File: src/rtl/mem_req_scheduler_if.sv
// Bundle of the three requester ports (dcache, icache, prefetcher) and the
// downstream cacheline port to cache_adapter.
//
// Handshake: each requester raises its read/write level and holds it until
// its 1-cycle *_resp pulse (the prefetcher may drop its read before grant).
// The scheduler holds dfp_read/dfp_write with stable addr/wdata until the
// adapter pulses dfp_resp for one cycle; dfp_rdata is valid in that cycle.
interface mem_req_scheduler_if;
    logic [31:0]  dc_addr;
    logic         dc_read;
    logic         dc_write;
    logic [255:0] dc_wdata;
    logic [255:0] dc_rdata;
    logic         dc_resp;

    logic [31:0]  ic_addr;
    logic         ic_read;
    logic [255:0] ic_rdata;
    logic         ic_resp;

    logic [31:0]  pf_addr;
    logic         pf_read;
    logic [255:0] pf_rdata;
    logic         pf_resp;

    logic [31:0]  dfp_addr;
    logic         dfp_read;
    logic         dfp_write;
    logic [255:0] dfp_wdata;
    logic [255:0] dfp_rdata;
    logic         dfp_resp;

    // Scheduler side
    modport slave (
        input  dc_addr, dc_read, dc_write, dc_wdata,
        output dc_rdata, dc_resp,
        input  ic_addr, ic_read,
        output ic_rdata, ic_resp,
        input  pf_addr, pf_read,
        output pf_rdata, pf_resp,
        output dfp_addr, dfp_read, dfp_write, dfp_wdata,
        input  dfp_rdata, dfp_resp
    );

    // Requester/adapter side (drives the scheduler)
    modport master (
        output dc_addr, dc_read, dc_write, dc_wdata,
        input  dc_rdata, dc_resp,
        output ic_addr, ic_read,
        input  ic_rdata, ic_resp,
        output pf_addr, pf_read,
        input  pf_rdata, pf_resp,
        input  dfp_addr, dfp_read, dfp_write, dfp_wdata,
        output dfp_rdata, dfp_resp
    );
endinterface

File: src/rtl/mem_req_scheduler.sv
// Three-way scheduler for the single cache_adapter cacheline port.
// One transaction in flight; base priority dc > ic > pf, with per-requester
// aging counters promoting any requester that has lost STARVE_LIMIT rounds.
module mem_req_scheduler #(
    parameter int STARVE_LIMIT = 4,
    parameter int CNT_W        = 3
) (
    input  logic                  clk,
    input  logic                  rst,
    mem_req_scheduler_if.slave    bus,
    output logic [1:0]            grant_id
);

    typedef enum logic {IDLE, BUSY} state_t;

    localparam logic [1:0] ID_NONE = 2'd0;
    localparam logic [1:0] ID_DC   = 2'd1;
    localparam logic [1:0] ID_IC   = 2'd2;
    localparam logic [1:0] ID_PF   = 2'd3;

    localparam logic [CNT_W-1:0] AGE_LIM = CNT_W'(STARVE_LIMIT);
    localparam logic [CNT_W-1:0] AGE_MAX = '1;

    state_t             state_q, state_d;
    logic [1:0]         owner_q, owner_d;
    logic [31:0]        addr_q, addr_d;
    logic [255:0]       wdata_q, wdata_d;
    logic               write_q, write_d;
    logic [CNT_W-1:0]   dc_age_q, dc_age_d;
    logic [CNT_W-1:0]   ic_age_q, ic_age_d;
    logic [CNT_W-1:0]   pf_age_q, pf_age_d;

    logic               dc_p, ic_p, pf_p;
    logic               dc_s, ic_s, pf_s;
    logic [1:0]         win;
    logic               busy;
    logic               resp_fire;

    // Losers count up (saturating), the winner clears, idle requesters hold.
    function automatic logic [CNT_W-1:0] age_next(input logic pend, input logic won,
                                                  input logic [CNT_W-1:0] age);
        logic [CNT_W-1:0] r;
        r = age;
        if (pend) begin
            if (won) begin
                r = '0;
            end else if (age != AGE_MAX) begin
                r = age + CNT_W'(1);
            end
        end
        return r;
    endfunction

    // Pending set and winner selection: starving requesters first, then base priority.
    always_comb begin
        dc_p = bus.dc_read | bus.dc_write;
        ic_p = bus.ic_read;
        pf_p = bus.pf_read;
        dc_s = dc_p && (dc_age_q >= AGE_LIM);
        ic_s = ic_p && (ic_age_q >= AGE_LIM);
        pf_s = pf_p && (pf_age_q >= AGE_LIM);
        win  = ID_NONE;
        if (dc_s || ic_s || pf_s) begin
            if (dc_s)      win = ID_DC;
            else if (ic_s) win = ID_IC;
            else           win = ID_PF;
        end else begin
            if (dc_p)      win = ID_DC;
            else if (ic_p) win = ID_IC;
            else if (pf_p) win = ID_PF;
        end
    end

    // Next-state logic: arbitrate and latch in IDLE, wait for adapter in BUSY.
    always_comb begin
        state_d  = state_q;
        owner_d  = owner_q;
        addr_d   = addr_q;
        wdata_d  = wdata_q;
        write_d  = write_q;
        dc_age_d = dc_age_q;
        ic_age_d = ic_age_q;
        pf_age_d = pf_age_q;
        case (state_q)
            IDLE: begin
                if (win != ID_NONE) begin
                    state_d = BUSY;
                    owner_d = win;
                    case (win)
                        ID_DC: begin
                            addr_d  = bus.dc_addr;
                            wdata_d = bus.dc_wdata;
                            // A simultaneous read is dropped; the write wins.
                            write_d = bus.dc_write;
                        end
                        ID_IC: begin
                            addr_d  = bus.ic_addr;
                            wdata_d = '0;
                            write_d = 1'b0;
                        end
                        default: begin
                            addr_d  = bus.pf_addr;
                            wdata_d = '0;
                            write_d = 1'b0;
                        end
                    endcase
                end
                dc_age_d = age_next(dc_p, win == ID_DC, dc_age_q);
                ic_age_d = age_next(ic_p, win == ID_IC, ic_age_q);
                pf_age_d = age_next(pf_p, win == ID_PF, pf_age_q);
            end
            BUSY: begin
                if (bus.dfp_resp) begin
                    state_d = IDLE;
                    owner_d = ID_NONE;
                end
            end
            default: begin
                state_d = IDLE;
                owner_d = ID_NONE;
            end
        endcase
    end

    // State and latched-transaction registers; reset abandons any transaction.
    always_ff @(posedge clk) begin
        if (rst) begin
            state_q  <= IDLE;
            owner_q  <= ID_NONE;
            addr_q   <= '0;
            wdata_q  <= '0;
            write_q  <= 1'b0;
            dc_age_q <= '0;
            ic_age_q <= '0;
            pf_age_q <= '0;
        end else begin
            state_q  <= state_d;
            owner_q  <= owner_d;
            addr_q   <= addr_d;
            wdata_q  <= wdata_d;
            write_q  <= write_d;
            dc_age_q <= dc_age_d;
            ic_age_q <= ic_age_d;
            pf_age_q <= pf_age_d;
        end
    end

    assign busy      = (state_q == BUSY);
    assign resp_fire = busy & bus.dfp_resp;

    // Downstream port comes only from latched state, so it is immune to requester changes.
    assign bus.dfp_read  = busy & ~write_q;
    assign bus.dfp_write = busy & write_q;
    assign bus.dfp_addr  = busy ? (addr_q & 32'hFFFF_FFE0) : 32'h0;
    assign bus.dfp_wdata = (busy & write_q) ? wdata_q : '0;

    // Completion is routed combinationally to the owner only.
    assign bus.dc_resp  = resp_fire && (owner_q == ID_DC);
    assign bus.ic_resp  = resp_fire && (owner_q == ID_IC);
    assign bus.pf_resp  = resp_fire && (owner_q == ID_PF);
    assign bus.dc_rdata = bus.dc_resp ? bus.dfp_rdata : '0;
    assign bus.ic_rdata = bus.ic_resp ? bus.dfp_rdata : '0;
    assign bus.pf_rdata = bus.pf_resp ? bus.dfp_rdata : '0;

    assign grant_id = owner_q;

endmodule

File: src/flat_wrapper.sv
// flat-port wrapper written by rule: the top's interface ports become plain ports
module mem_req_scheduler_flat 
#(
    parameter int STARVE_LIMIT = 4,
    parameter int CNT_W        = 3
)
  (clk, rst, grant_id, bus_dc_addr, bus_dc_read, bus_dc_write, bus_dc_wdata, bus_dc_rdata, bus_dc_resp, bus_ic_addr, bus_ic_read, bus_ic_rdata, bus_ic_resp, bus_pf_addr, bus_pf_read, bus_pf_rdata, bus_pf_resp, bus_dfp_addr, bus_dfp_read, bus_dfp_write, bus_dfp_wdata, bus_dfp_rdata, bus_dfp_resp);
  mem_req_scheduler_if bus_i ();
  input  logic clk;
  input  logic rst;
  output logic [1:0] grant_id;
  input wire logic [$bits(bus_i.dc_addr)-1:0] bus_dc_addr;
  input wire logic [$bits(bus_i.dc_read)-1:0] bus_dc_read;
  input wire logic [$bits(bus_i.dc_write)-1:0] bus_dc_write;
  input wire logic [$bits(bus_i.dc_wdata)-1:0] bus_dc_wdata;
  output wire logic [$bits(bus_i.dc_rdata)-1:0] bus_dc_rdata;
  output wire logic [$bits(bus_i.dc_resp)-1:0] bus_dc_resp;
  input wire logic [$bits(bus_i.ic_addr)-1:0] bus_ic_addr;
  input wire logic [$bits(bus_i.ic_read)-1:0] bus_ic_read;
  output wire logic [$bits(bus_i.ic_rdata)-1:0] bus_ic_rdata;
  output wire logic [$bits(bus_i.ic_resp)-1:0] bus_ic_resp;
  input wire logic [$bits(bus_i.pf_addr)-1:0] bus_pf_addr;
  input wire logic [$bits(bus_i.pf_read)-1:0] bus_pf_read;
  output wire logic [$bits(bus_i.pf_rdata)-1:0] bus_pf_rdata;
  output wire logic [$bits(bus_i.pf_resp)-1:0] bus_pf_resp;
  output wire logic [$bits(bus_i.dfp_addr)-1:0] bus_dfp_addr;
  output wire logic [$bits(bus_i.dfp_read)-1:0] bus_dfp_read;
  output wire logic [$bits(bus_i.dfp_write)-1:0] bus_dfp_write;
  output wire logic [$bits(bus_i.dfp_wdata)-1:0] bus_dfp_wdata;
  input wire logic [$bits(bus_i.dfp_rdata)-1:0] bus_dfp_rdata;
  input wire logic [$bits(bus_i.dfp_resp)-1:0] bus_dfp_resp;
  assign bus_i.dc_addr = bus_dc_addr;
  assign bus_i.dc_read = bus_dc_read;
  assign bus_i.dc_write = bus_dc_write;
  assign bus_i.dc_wdata = bus_dc_wdata;
  assign bus_dc_rdata = bus_i.dc_rdata;
  assign bus_dc_resp = bus_i.dc_resp;
  assign bus_i.ic_addr = bus_ic_addr;
  assign bus_i.ic_read = bus_ic_read;
  assign bus_ic_rdata = bus_i.ic_rdata;
  assign bus_ic_resp = bus_i.ic_resp;
  assign bus_i.pf_addr = bus_pf_addr;
  assign bus_i.pf_read = bus_pf_read;
  assign bus_pf_rdata = bus_i.pf_rdata;
  assign bus_pf_resp = bus_i.pf_resp;
  assign bus_dfp_addr = bus_i.dfp_addr;
  assign bus_dfp_read = bus_i.dfp_read;
  assign bus_dfp_write = bus_i.dfp_write;
  assign bus_dfp_wdata = bus_i.dfp_wdata;
  assign bus_i.dfp_rdata = bus_dfp_rdata;
  assign bus_i.dfp_resp = bus_dfp_resp;
  mem_req_scheduler #(.STARVE_LIMIT(STARVE_LIMIT), .CNT_W(CNT_W)) u_core (.clk(clk), .rst(rst), .bus(bus_i), .grant_id(grant_id));
endmodule
File: config.mk
export PLATFORM = sky130hd
export DESIGN_NAME = mem_req_scheduler_flat
export DESIGN_NICKNAME = d
export VERILOG_FILES = /design/src/rtl/mem_req_scheduler_if.sv /design/src/rtl/mem_req_scheduler.sv /design/src/flat_wrapper.sv
export SDC_FILE = /design/constraint.sdc
export NUM_CORES = 1
export LEC_CHECK = 0
export CAP_MARGIN = 20
export CORE_AREA = 4 4 643 645
export CTS_CLUSTER_SIZE = 28
export DETAILED_ROUTE_END_ITERATION = 12
export DIE_AREA = 0 0 647 649
export SETUP_SLACK_MARGIN = 0.2
export SYNTH_ARGS = -nofsm -noshare
export SYNTH_HDL_FRONTEND = slang
export SYNTH_SLANG_ARGS = --single-unit
File: constraint.sdc
create_clock -name clk -period 4.1 [get_ports clk]
set_clock_uncertainty 0.15 [all_clocks]
set_input_delay 0.82 -clock clk [delete_from_list [all_inputs] [get_ports clk]]
set_output_delay 0.82 -clock clk [all_outputs]
set_load 0.005 [all_outputs]
After elaboration in Yosys (flattened, before gate mapping) --
Index checks and enable logic that the tools add are counted.
Operators by class: add/subtract/negate cells 3, multipliers 0, div/mod/pow operators 0, magnitude comparators 3, eq/ne operators 11, shift operators 0, multiplexer cells 26, bitwise operators 6, reductions and logical operators 17
Operator list (number):
- $mux 256 | 5
- $pmux 32 s2 | 1
- $mux 32 | 1
- $mux 3 | 6
- $mux 2 | 7
- $add 3x1->3 const B | 3
- $ge 3x3->1 const B | 3
- $ne 3x3->1 const B | 3
- $reduce_and 3->1 | 3
- $eq 2x2->1 const B | 4
- $reduce_bool 2->1 | 4
- $logic_and 1x1->1 | 6
- $eq 2x1->1 const B | 2
- $mux 1 | 4
- $pmux 2 s2 | 1
- $reduce_and 2->1 | 2
- $and 1x1->1 | 3
- $logic_or 1x1->1 | 2
- $ne 2x1->1 const B | 1
- $ne 2x2->1 const B | 1
- $not 1->1 | 2
- $pmux 1 s2 | 1
- $or 1x1->1 | 1
Word-level totals: bits in registers 301, bits in latches 0, RAM bits 0, ROM bits 0, memories kept 0

Longest topological paths before layout --
word-level depth 8, gate-level depth with buffers 10

Least setup slack after synthesis --
Ideal clock, no wire load.
kind in2out, start point input port bus_dfp_resp, end point output port bus_pf_rdata[216], arrival 1688 ps, slack 1442 ps, stages 5, cells stage by stage nand3_1 nor2_1 clkbuf_1 clkbuf_1 and2_1
Between the ends: word-level cells in the longest chain between the ends 3
RTL lines:
- start: declaration | line flat_wrapper.sv:31 | input wire logic [$bits(bus_i.dfp_resp)-1:0] bus_dfp_resp;
- $and 1x1->1 | line mem_req_scheduler.sv:149 | assign resp_fire = busy & bus.dfp_resp;
- $logic_and 1x1->1 | line mem_req_scheduler.sv:160 | assign bus.pf_resp = resp_fire && (owner_q == ID_PF);
- $mux 256 | line mem_req_scheduler.sv:163 | assign bus.pf_rdata = bus.pf_resp ? bus.dfp_rdata : '0;
- end: declaration | line flat_wrapper.sv:24 | output wire logic [$bits(bus_i.pf_rdata)-1:0] bus_pf_rdata;
No other way between the ends.

Worst setup path in the final report --
start point register u_core.owner_q[0] (netlist: u_core.grant_id[0]), end point output port bus_dc_rdata[236]
Between the ends: word-level cells in the longest chain between the ends 3
RTL lines:
- start: declaration | line mem_req_scheduler.sv:25 | logic [1:0] owner_q, owner_d;
- start signal: assignment | line mem_req_scheduler.sv:138 | owner_q <= owner_d;
- $eq 2x1->1 | line mem_req_scheduler.sv:158 | assign bus.dc_resp = resp_fire && (owner_q == ID_DC);
- $logic_and 1x1->1 | line mem_req_scheduler.sv:158
- $mux 256 | line mem_req_scheduler.sv:161 | assign bus.dc_rdata = bus.dc_resp ? bus.dfp_rdata : '0;
- end: declaration | line flat_wrapper.sv:16 | output wire logic [$bits(bus_i.dc_rdata)-1:0] bus_dc_rdata;
No other way between the ends.

==> impl_metrics.json <==
{
  "groute.layer.met1.usage_pct": 16.8,
  "cp-endpoint": "bus_dc_rdata[236]",
  "drt_drc_violations_left": 0,
  "slew_headroom_pct": 35.7,
  "postLayoutCoreUtil_pct": 11.9,
  "ioPinCount": 1678,
  "crit-reg2reg-capture": "u_core.addr_q[19]$_SDFFE_PP0P_",
  "critical_path.max_fanout": 6,
  "final.min_clock_period_ns": 3.70,
  "core_area_mm2": 0.408,
  "finish.net_count": 4895,
  "post-place-cells": 9668,
  "timing.hold.worst_path_depth": 2,
  "worstPathCellList": "inv_1, nor3_4, buf_12, bufbuf_16, buf_4, and2_1, clkdlybuf4s50_1",
  "cp.arrival_ns": 2.73,
  "timing.critical_path.required_ns": 3.13,
  "final_min_period_over_clock_period_pct": 90.2,
  "routabilityCongestion": 0.979,
  "place.detailed.hpwl_um": 317000,
  "slew_viol_final": 0,
  "seq_area_mm2": 0.00593,
  "achievable-frequency_mhz": 270,
  "yosysSeqAreaShare_pct": 32.0,
  "clk_latency_worst_skew_pair_ns": 0.61,
  "global_route.usage.met3_pct": 9.23,
  "timing.max_cap.violations": 0,
  "setup_repair_after_global_routing_missed_its_margin": "false",
  "setup_viol_count_final": 0,
  "synth_flop_cell": "sky130_fd_sc_hd__dfxtp_1",
  "grt_pass1_wl_um": 407000,
  "cts_buffers": 41,
  "ctsRootBufferMaster": "sky130_fd_sc_hd__clkbuf_16",
  "async_flop_share_pct": 0,
  "initial_utilization_pct": 4.53,
  "hold_viol_final": 0,
  "timing.critical_path.from": "u_core.grant_id[0]$_SDFFE_PP0P_",
  "filler_cell_count": 47075,
  "htreeDepth": 2,
  "grtUsageTotal_pct": 15.9,
  "power.net_switching_uw": 3340,
  "share_comb_of_total_power_pct": 27.9,
  "areaGrowthSynthToFinish_pct": 161,
  "vias_in_the_first_global_route": 25298,
  "clock-sinks": 296,
  "tritoncts": "yes",
  "final.setup.tns_ns": 0,
  "pin_count_of_the_biggest_net_entering_global_routing": 114,
  "footprint_of_the_multi_input_gates_mm2": 0.0114,
  "width_of_the_die_um": 647,
  "power.density_mw_per_mm2": 204,
  "num_vias": 27786,
  "num_rows": 235,
  "reg2reg_from": "u_core.ic_age_q[2]$_SDFFE_PP0P_",
  "viasPerCell": 2.83,
  "postSynthAreaPerCell_um2": 7.00,
  "sequentialPowerShare_pct": 32.3,
  "drtIter0Drc": 2728,
  "holdCritPathClass": "reg2reg",
  "synth_cell_type_count": 30,
  "synth_cells": 2642,
  "timing.critical_path.from_type": "flip-flop",
  "path_clk_slew_ns": 0.07,
  "peakVddDrop_mv": 0.291,
  "hold_start": "u_core.wdata_q[30]$_SDFFE_PP0P_",
  "grt_busiest_layer": "met2",
  "drt_pass1_iterations": 5,
  "ant_nets": 0,
  "report.power.total_uw": 9890,
  "p_int_uw": 6540,
  "ys_ff_latch": 296,
  "global_route.overflow_total": 0,
  "grt.met2_usage_pct": 26.7,
  "worst_setup_path_end_kind": "output port",
  "route.final.wire_length_um": 352000,
  "die_area_mm2": 0.420,
  "yosysWarningCount": 0,
  "worstRegToRegCells": 10,
  "clk_path_buf_depth": 3,
  "post_synth_instance_area_mm2": 0.0185,
  "antenna_found_initial": 204,
  "crit_path_top_delay_cell": "sky130_fd_sc_hd__clkdlybuf4s50_1",
  "crit_type": "reg2out",
  "static-leakage-power_uw": 0.0178,
  "p_clk_share_pct": 39.8,
  "switching_share_pct": 33.8,
  "share_of_layout_cells_above_drive_strength_1_pct": 17.9,
  "routed_wire_length_per_instance_um": 35.9,
  "synth_edf_count": 0,
  "run_status": "complete, no violations",
  "max_slew.worst_pin.slew_ns": 0.961,
  "chipHeight_um": 649,
  "r2r_setup_slack_ns": 1.47,
  "critical_path.max_stage_delay_ns": 0.56,
  "fin_cells": 9815,
  "portBuffers": 1657
}
## worst max-delay path: cells and delay by family, from the launching register on
family / cells / cell delay, ns
buffers and inverters: 5 / 1.32
DFF: 1 / 0.44
and+or+nand+nor: 2 / 0.34
## per-layer routing
metal,share of wire [%],routed length [µm],up-vias
met3,14,49500,416
met2,47,166000,1794
met5,0.11,391,-
met4,3.6,12500,60
met1,35,124000,13503
li1,-,-,12013
## how the worst min path moves through the flow
stage	slack (ns)	endpoint
3_5_place_dp	0.29	u_core.wdata_q[30]$_SDFFE_PP0P_
3_3_place_gp	0.29	u_core.wdata_q[211]$_SDFFE_PP0P_
6_report	0.30	u_core.wdata_q[30]$_SDFFE_PP0P_
2_1_floorplan	0.28	u_core.wdata_q[133]$_SDFFE_PP0P_
5_1_grt	0.31	u_core.wdata_q[36]$_SDFFE_PP0P_
4_1_cts	0.30	u_core.wdata_q[30]$_SDFFE_PP0P_
## power groups by stage
stage / logic [µW] / clock network (µW) / registers, µW
2_1_floorplan: 768 / 0 / 3200
3_3_place_gp: 2720 / 0 / 3250
3_5_place_dp: 2710 / 0 / 3260
4_1_cts: 2730 / 4070 / 3200
5_1_grt: 2880 / 4140 / 3210
6_report: 2760 / 3930 / 3190
## synth_stat cells, types with 4 or more instances
library cell	instances	area share, %
sky130_fd_sc_hd__clkbuf_1	213	4.3
sky130_fd_sc_hd__buf_2	63	1.7
sky130_fd_sc_hd__nand3_1	261	7.1
sky130_fd_sc_hd__ha_1	8	0.54
sky130_fd_sc_hd__nand2b_1	6	0.20
sky130_fd_sc_hd__buf_4	10	0.41
sky130_fd_sc_hd__and2_1	797	27
sky130_fd_sc_hd__nand2_1	340	6.9
sky130_fd_sc_hd__mux2i_1	5	0.27
sky130_fd_sc_hd__a21oi_1	287	7.8
sky130_fd_sc_hd__nor3_1	4	0.11
sky130_fd_sc_hd__a22oi_1	28	1.1
sky130_fd_sc_hd__dfxtp_1	296	32
sky130_fd_sc_hd__and3_1	257	8.7
sky130_fd_sc_hd__o21ai_0	30	0.81
sky130_fd_sc_hd__inv_1	5	0.10
sky130_fd_sc_hd__nor2_1	14	0.28
sky130_fd_sc_hd__nor2b_1	4	0.14
## what timing repair did
action	in CTS	in global routing
pin swaps	0	1
hold buffers	0	0
cloned	1	5
gates resized for setup	17	9
setup endpoints to repair	213	282
setup buffers	1	5
## metrics by stage
stage	hold slack (ns)	setup slack [ns]	area, µm²
after floorplan	0.277	1.44	18500
after global placement	0.288	0.0780	46500
after detailed placement	0.291	0.0329	46500
after CTS	0.298	0.144	48000
after global routing	0.308	0.245	48200
final	0.295	0.403	48400
## cell families after synthesis
family          after synthesis  synth area share [%]
simple gates               1686                  50.5
compound gates              353                  10.1
fa+ha+maj                     8                 0.541
buf+inv                     293                  6.57
flops                       296                  32.0
other cells                   1                0.0203
mux                           5                 0.271
## cell type report
class | count | area share, %
timing repair buffer | 1871 | 46.7
multi-input combinational | 2057 | 23.6
tap | 5451 | 14.1
sequential | 296 | 12.3
clock buffer | 58 | 2.53
clock inverter | 15 | 0.442
antenna | 62 | 0.321
inverter | 5 | 0.0388
## state kept, by name (all words and copies together), names as in the netlist
name and cells:
u_core.busy 1, u_core.write_q 1, u_core.addr_q 27, u_core.grant_id 2
u_core.dc_age_q 3, u_core.wdata_q 256, u_core.pf_age_q 3, u_core.ic_age_q 3
## placed cells by master, fill, tap and decap left out, drive strengths merged, types with 4 or more instances in the layout
master         Yosys  layout
buf               75     687
bufinv             0       4
nor2b              4       4
nor3               5       5
nand2b             6       6
a22oi             28      28
dfxtp            296     296
nor2              14      14
a21oi            288     288
and3             257     257
mux2i              5       5
conb               1       5
and2             797     797
inv                5      10
clkbuf           213      63
ha                 8       8
dlygate4sd2        0      14
o21ai             30      30
nand3            261     261
diode              0      62
clkdlybuf4s50      0    1163
nand2            340     340
clkinv             0       4
Note: power is estimated with default switching activity, not from simulation.
